--- src/rtl/taiko_pkg.sv ---
// Shared definitions for the note scheduler: FSM encoding, note and result
// codes, and a saturating 8-bit add used by every tally.
package taiko_pkg;

  typedef enum logic [2:0] {
    IDLE,
    FETCH,
    LATCH,
    WAIT_BEAT,
    DRAIN,
    DONE
  } sched_state_t;

  localparam logic [2:0] NOTE_REST = 3'd0;
  localparam logic [2:0] NOTE_END  = 3'd7;

  localparam logic [1:0] RES_GREAT = 2'b01;
  localparam logic [1:0] RES_GOOD  = 2'b10;

  // Codes 1-4 are playable notes; 0, 5 and 6 behave as rests.
  function automatic logic is_note(input logic [2:0] code);
    return (code >= 3'd1) && (code <= 3'd4);
  endfunction

  function automatic logic [7:0] sat_add8(input logic [7:0] a, input logic [7:0] b);
    logic [8:0] s;
    s = {1'b0, a} + {1'b0, b};
    return s[8] ? 8'hFF : s[7:0];
  endfunction

endpackage

--- src/rtl/note_scheduler_result_tally.sv ---
// Per-cycle popcount of slot results with saturating great/good/miss tallies
// and a consecutive-hit combo counter.
module result_tally
  import taiko_pkg::*;
#(
  parameter int NUM_SLOTS = 4
) (
  input  logic                   clk,
  input  logic                   reset,
  input  logic                   clear,
  input  logic                   enable,
  input  logic [NUM_SLOTS-1:0]   done,
  input  logic [2*NUM_SLOTS-1:0] result,
  input  logic                   drop,
  output logic [7:0]             great_count,
  output logic [7:0]             good_count,
  output logic [7:0]             miss_count,
  output logic [7:0]             combo
);

  logic [7:0] great_inc;
  logic [7:0] good_inc;
  logic [7:0] miss_inc;

  // Count this cycle's results per category; a dropped note counts as a miss.
  always_comb begin
    great_inc = '0;
    good_inc  = '0;
    miss_inc  = '0;
    for (int unsigned i = 0; i < NUM_SLOTS; i++) begin
      if (done[i]) begin
        if (result[2*i +: 2] == RES_GREAT)
          great_inc = great_inc + 8'd1;
        else if (result[2*i +: 2] == RES_GOOD)
          good_inc = good_inc + 8'd1;
        else
          miss_inc = miss_inc + 8'd1;
      end
    end
    if (drop)
      miss_inc = miss_inc + 8'd1;
  end

  // Apply the whole cycle's sums at once; any miss zeroes combo.
  always_ff @(posedge clk) begin
    if (reset || clear) begin
      great_count <= '0;
      good_count  <= '0;
      miss_count  <= '0;
      combo       <= '0;
    end else if (enable) begin
      great_count <= sat_add8(great_count, great_inc);
      good_count  <= sat_add8(good_count, good_inc);
      miss_count  <= sat_add8(miss_count, miss_inc);
      combo       <= (miss_inc != '0) ? '0 : sat_add8(combo, great_inc + good_inc);
    end
  end

endmodule

--- src/rtl/note_scheduler.sv ---
// Walks a note chart one beat at a time, launches notes into the lowest free
// slot and tallies slot results.
module note_scheduler
  import taiko_pkg::*;
#(
  parameter int NUM_SLOTS = 4,
  parameter int ADDR_W    = 8
) (
  input  logic                   CLOCK_50,
  input  logic                   Reset,
  input  logic                   started,
  input  logic                   beatTick,
  output logic [ADDR_W-1:0]      chartAddr,
  input  logic [2:0]             chartData,
  output logic [NUM_SLOTS-1:0]   slotStart,
  output logic [2:0]             slotCode,
  input  logic [NUM_SLOTS-1:0]   slotBusy,
  input  logic [NUM_SLOTS-1:0]   slotDone,
  input  logic [2*NUM_SLOTS-1:0] slotResult,
  output logic [7:0]             greatCount,
  output logic [7:0]             goodCount,
  output logic [7:0]             missCount,
  output logic [7:0]             combo,
  output logic                   chartDone,
  output logic                   overflowErr
);

  sched_state_t         state;
  logic [2:0]           noteReg;
  logic [NUM_SLOTS-1:0] free_sel;
  logic                 any_free;
  logic                 dispatch;
  logic                 drop;

  // Pick the lowest-index slot that is not busy (busy wins over done).
  always_comb begin
    free_sel = '0;
    any_free = 1'b0;
    for (int unsigned i = 0; i < NUM_SLOTS; i++) begin
      if (!slotBusy[i] && !any_free) begin
        free_sel[i] = 1'b1;
        any_free    = 1'b1;
      end
    end
  end

  // A dispatch beat with no free slot turns into a dropped note.
  always_comb begin
    dispatch = (state == WAIT_BEAT) && started && beatTick && is_note(noteReg);
    drop     = dispatch && !any_free;
  end

  // Scheduler FSM with registered outputs.
  always_ff @(posedge CLOCK_50) begin
    if (Reset) begin
      state       <= IDLE;
      chartAddr   <= '0;
      noteReg     <= NOTE_REST;
      slotStart   <= '0;
      slotCode    <= '0;
      chartDone   <= 1'b0;
      overflowErr <= 1'b0;
    end else begin
      slotStart <= '0;
      slotCode  <= '0;
      case (state)
        IDLE: begin
          chartAddr <= '0;
          chartDone <= 1'b0;
          if (started) begin
            overflowErr <= 1'b0;
            state       <= FETCH;
          end
        end
        FETCH: begin
          if (!started) begin
            chartAddr <= '0;
            state     <= IDLE;
          end else begin
            state <= LATCH;
          end
        end
        LATCH: begin
          if (!started) begin
            chartAddr <= '0;
            state     <= IDLE;
          end else begin
            noteReg <= chartData;
            state   <= WAIT_BEAT;
          end
        end
        WAIT_BEAT: begin
          if (!started) begin
            chartAddr <= '0;
            state     <= IDLE;
          end else if (beatTick) begin
            if (noteReg == NOTE_END) begin
              state <= DRAIN;
            end else begin
              if (dispatch) begin
                if (any_free) begin
                  slotStart <= free_sel;
                  slotCode  <= noteReg;
                end else begin
                  overflowErr <= 1'b1;
                end
              end
              // The last address ends the chart rather than wrapping to 0.
              if (chartAddr == '1) begin
                state <= DRAIN;
              end else begin
                chartAddr <= chartAddr + ADDR_W'(1);
                state     <= FETCH;
              end
            end
          end
        end
        DRAIN: begin
          if (!started) begin
            chartAddr <= '0;
            state     <= IDLE;
          end else if (slotBusy == '0) begin
            chartDone <= 1'b1;
            state     <= DONE;
          end
        end
        DONE: begin
          if (!started) begin
            chartDone <= 1'b0;
            chartAddr <= '0;
            state     <= IDLE;
          end else begin
            chartDone <= 1'b1;
          end
        end
        default: begin
          chartAddr <= '0;
          chartDone <= 1'b0;
          state     <= IDLE;
        end
      endcase
    end
  end

  result_tally #(
    .NUM_SLOTS(NUM_SLOTS)
  ) u_tally (
    .clk        (CLOCK_50),
    .reset      (Reset),
    .clear      ((state == IDLE) && started),
    .enable     (state != IDLE),
    .done       (slotDone),
    .result     (slotResult),
    .drop       (drop),
    .great_count(greatCount),
    .good_count (goodCount),
    .miss_count (missCount),
    .combo      (combo)
  );

endmodule

--- config.mk ---
export PLATFORM = sky130hd
export DESIGN_NAME = note_scheduler
export DESIGN_NICKNAME = d
export VERILOG_FILES = /design/src/rtl/taiko_pkg.sv /design/src/rtl/note_scheduler_result_tally.sv /design/src/rtl/note_scheduler.sv
export SDC_FILE = /design/constraint.sdc
export NUM_CORES = 1
export LEC_CHECK = 0
export ABC_CLOCK_PERIOD_IN_PS = 8450
export CAP_MARGIN = 5
export CORE_UTILIZATION = 51
export DETAILED_ROUTE_END_ITERATION = 8
export DONT_BUFFER_PORTS = 1
export GPL_ROUTABILITY_DRIVEN = 0
export PLACE_DENSITY = 0.64
export SLEW_MARGIN = 10
export SYNTH_ARGS = -nofsm -noshare
export SYNTH_HDL_FRONTEND = slang
export SYNTH_SLANG_ARGS = --single-unit
--- constraint.sdc ---
create_clock -name CLOCK_50 -period 8.45 [get_ports CLOCK_50]
set_input_delay 2.1125 -clock CLOCK_50 [delete_from_list [all_inputs] [get_ports CLOCK_50]]
set_output_delay 2.1125 -clock CLOCK_50 [all_outputs]
set_load 0.02 [all_outputs]
==> results by group <==
Outcome
  • Run status: finished, final reports clean

Clock network
  • CTS Hold Buffers Added: 0
  • Inserted Clock Buffers: 5
  • Post-cts sizing count: 0
  • Clock-pin transition on the worst setup and hold timing paths: 0.10 ns
  • Post-CTS setup-driven buffer insertion count: 0
  • Deepest clock path buffer count: 2
  • Number of clock sinks: 55
  • Clock tree root buffer cell: sky130_fd_sc_hd__clkbuf_8
  • H-tree lvl count: 2
  • TritonCTS clock tree: done
  • Clock latency on the worst-skew pair: 0.31 ns

Detailed routing
  • Starting DRC count in detailed routing: 138
  • Routed vias: 2999
  • Wire length after detailed routing: 7560 um
  • DRC: 0
  • DR WL met3: 483 um
  • Avg WL per Cell: 14.2 um
  • Met1 Routed Length: 3820 um
  • Topmost layer with routed signal wires: met4
  • Number of nets with antenna violations after detailed routing: 0
  • First-pass detailed-route iteration total: 4
  • Via density per instance: 5.62
  • Met2 wirelength from detailed routing: 3210 um

Worst setup path
  • Data required time at the worst endpoint: 8.61 ns
  • Arrival @ worst endpoint: 6.80 ns
  • Critical-path top delay cell: sky130_fd_sc_hd__or4b_2
  • Crit-path max cell delay: 0.66 ns
  • Kind of critical path: in2reg
  • Kind of capture point of the worst setup path: flop
  • Library cell appearing most often on the critical path: sky130_fd_sc_hd__ha_1
  • Worst reg2reg path startpoint: state[1]
  • Worst Setup SP: slotResult[1]
  • Crit Path Max Fanout: 4
  • Critical path launch point type: input pin
  • Chain of cells forming the critical path: inv_1, ha_1, and2_1, ha_1, mux2_2, ha_1, mux2_2, ha_1, nor2_1, nor2_1, fa_1, fa_1, a21o_1, a21oi_1, nor2b_1, o21a_1, or4b_2, a21oi_1, nor3_2

Floorplanning
  • Number of rows in the core area: 30
  • Core ar.: 6870 um2
  • Initial Utilization: 0.536
  • Die extent in y: 87.0 um
  • Chip width: 87.0 um
  • Count of pins on the block boundary: 72
  • Die ar.: 7560 um2

Place
  • Cell count after placement: 526
  • HPWL reported at the end of detailed placement: 5840 um
  • Port buffer count: 0

Synthesis
  • Post-synth top flop: sky130_fd_sc_hd__dfxtp_1
  • Share of the yosys chip area belonging to registers: 0.299
  • Mean cell area of the mapped netlist: 8.29 um2
  • Net count of the mapped netlist: 507
  • Post-synthesis cell area: 3680 um2
  • Post-synth EDFFs: 0
  • Share of flip-flops with an asynchronous set or reset: 0
  • Cells after Synth: 444
  • Top cells by area in the synthesized netlist: sky130_fd_sc_hd__dfxtp_1 (30%), sky130_fd_sc_hd__ha_1 (12%), sky130_fd_sc_hd__nand2_1 (5.2%)
  • Post-synthesis sequential element count: 55
  • Top-area cell type share of the netlist area: 0.299
  • Top cell type by total area after synthesis: sky130_fd_sc_hd__dfxtp_1
  • Number of warning messages in the yosys log: 0
  • Number of distinct library cells after synthesis: 52

STA
  • Max-slew headroom: 0.242
  • Period utilization: 0.785
  • Setup repair after global routing missed its margin: no
  • Clock period minus final worst setup slack: 6.63 ns
  • Final setup fails: 0
  • Hold violation count in the final report: 0
  • Number of slew-limit violations in the final report: 0
  • Transition time at the pin with the least slew margin: 1.14 ns
  • Max Fclk: 0.151 GHz
  • Setup skew after layout: 0.0167 ns
  • Fin Setup TNS: 0 ns

Global routing
  • GR Util All Layers: 0.207
  • Initial antenna violation count: 0
  • Vias in the first global route: 2729
  • Wire length of the first global-routing pass: 12600 um
  • Remaining global-route overflow: 0
  • Pin count of the biggest net entering global routing: 34

Min path
  • Startpoint of the most critical hold path: noteReg[1]
  • Tightest Hold Check Type: reg2reg

Cells and area
  • Fraction of layout cells with a size suffix above 1: 0.0571
  • Number of diodes added for antenna fixing: 0
  • Nets: 500
  • Area growth, synth to finish: 4.38%
  • Leading cell types in the layout, fill and taps excluded: sky130_fd_sc_hd__dfxtp_1 (55), sky130_fd_sc_hd__nand2_1 (51), sky130_fd_sc_hd__a21oi_1 (38)
  • Number of standard cells in the final layout excluding fillers: 534
  • Core Util, Final: 0.559
  • Most common cell after layout, fill and taps aside: sky130_fd_sc_hd__dfxtp_1

Power and ir drop
  • VDD IR max: 71.1 uV
  • Static power due to leakage: 1.61 nW
  • Final Total Pwr: 0.499 mW
  • Power density normalized to cell area: 130 nW/um2

Run
  • Max Cap Viol: 0
## power breakdown
part	switching (mW)	total (mW)	leakage (nW)	internal, mW
registers	0.00921	0.272	0.444	0.263
clock network	0.0918	0.151	0.0485	0.0597
logic	0.0448	0.0758	1.12	0.0310
total	0.146	0.499	1.61	0.354
## final timing paths
kind                      endpoint  slack, ns  cells after the start
max               u_tally.combo[7]       1.82                     19
min                    slotCode[1]       0.52                      1
max reg2reg  u_tally.miss_count[0]       5.00                     13
min reg2reg            slotCode[1]       0.52                      1
## stage by stage
step,area [um2],worst slack [ns],hold slack (ns)
CTS,3840,1.77,0.520
global route,3840,1.47,0.535
detailed placement,3750,1.43,0.505
floorplan,3680,1.74,0.476
finish,3840,1.82,0.516
global placement,3750,1.52,0.500
## cell type report
class	instances	area, um2
clock buffer	5	68.8
clock inverter	3	22.5
fill	660	3030
inverter	18	67.6
multi-input combinational	356	2450
sequential	55	1100
tap	96	120
timing repair buffer	1	7.51
## kinds of logic after synthesis
logic type                 synth area share
AOI/OAI and AO/OA                     0.170
xor gates and xnor gates             0.0904
adders and majority gates             0.146
buffers and inverters                0.0354
DFF                                   0.299
muxes                                0.0320
and+or+nand+nor                       0.227
## state kept, by name, indices dropped and copies added, names as in the netlist
signal / count
chartAddr: 8
u_tally.combo: 8
u_tally.good_count: 8
u_tally.great_count: 8
u_tally.miss_count: 8
slotStart: 4
noteReg: 3
slotCode: 3
state: 3
chartDone: 1
overflowErr: 1
## worst max-delay path, delay by kind of cell
family / cells / cell delay (ns)
compound gates: 4 / 0.77
fa+ha+maj: 6 / 1.98
buf+inv: 1 / 0.02
mux: 2 / 0.58
simple gates: 6 / 1.34
## cells in the mapped netlist (9+ instances only)
cell type,count
sky130_fd_sc_hd__nor3_1,11
sky130_fd_sc_hd__a21oi_1,38
sky130_fd_sc_hd__dfxtp_1,55
sky130_fd_sc_hd__xor2_1,17
sky130_fd_sc_hd__clkbuf_1,10
sky130_fd_sc_hd__xnor2_1,21
sky130_fd_sc_hd__inv_1,17
sky130_fd_sc_hd__o21ai_0,10
sky130_fd_sc_hd__and2_1,9
sky130_fd_sc_hd__nand2_1,51
sky130_fd_sc_hd__nor2_1,36
sky130_fd_sc_hd__nand3_1,15
sky130_fd_sc_hd__nand4_1,9
sky130_fd_sc_hd__ha_1,35
sky130_fd_sc_hd__a21o_1,12
sky130_fd_sc_hd__a31oi_1,10
## per-layer routing
layer,global-route usage,vias to the layer above
met4,0.0409,0
li1,-,1551
met3,0.0540,5
met5,0,-
met2,0.323,61
met1,0.289,1382
Power figures use the tool's default switching activity.
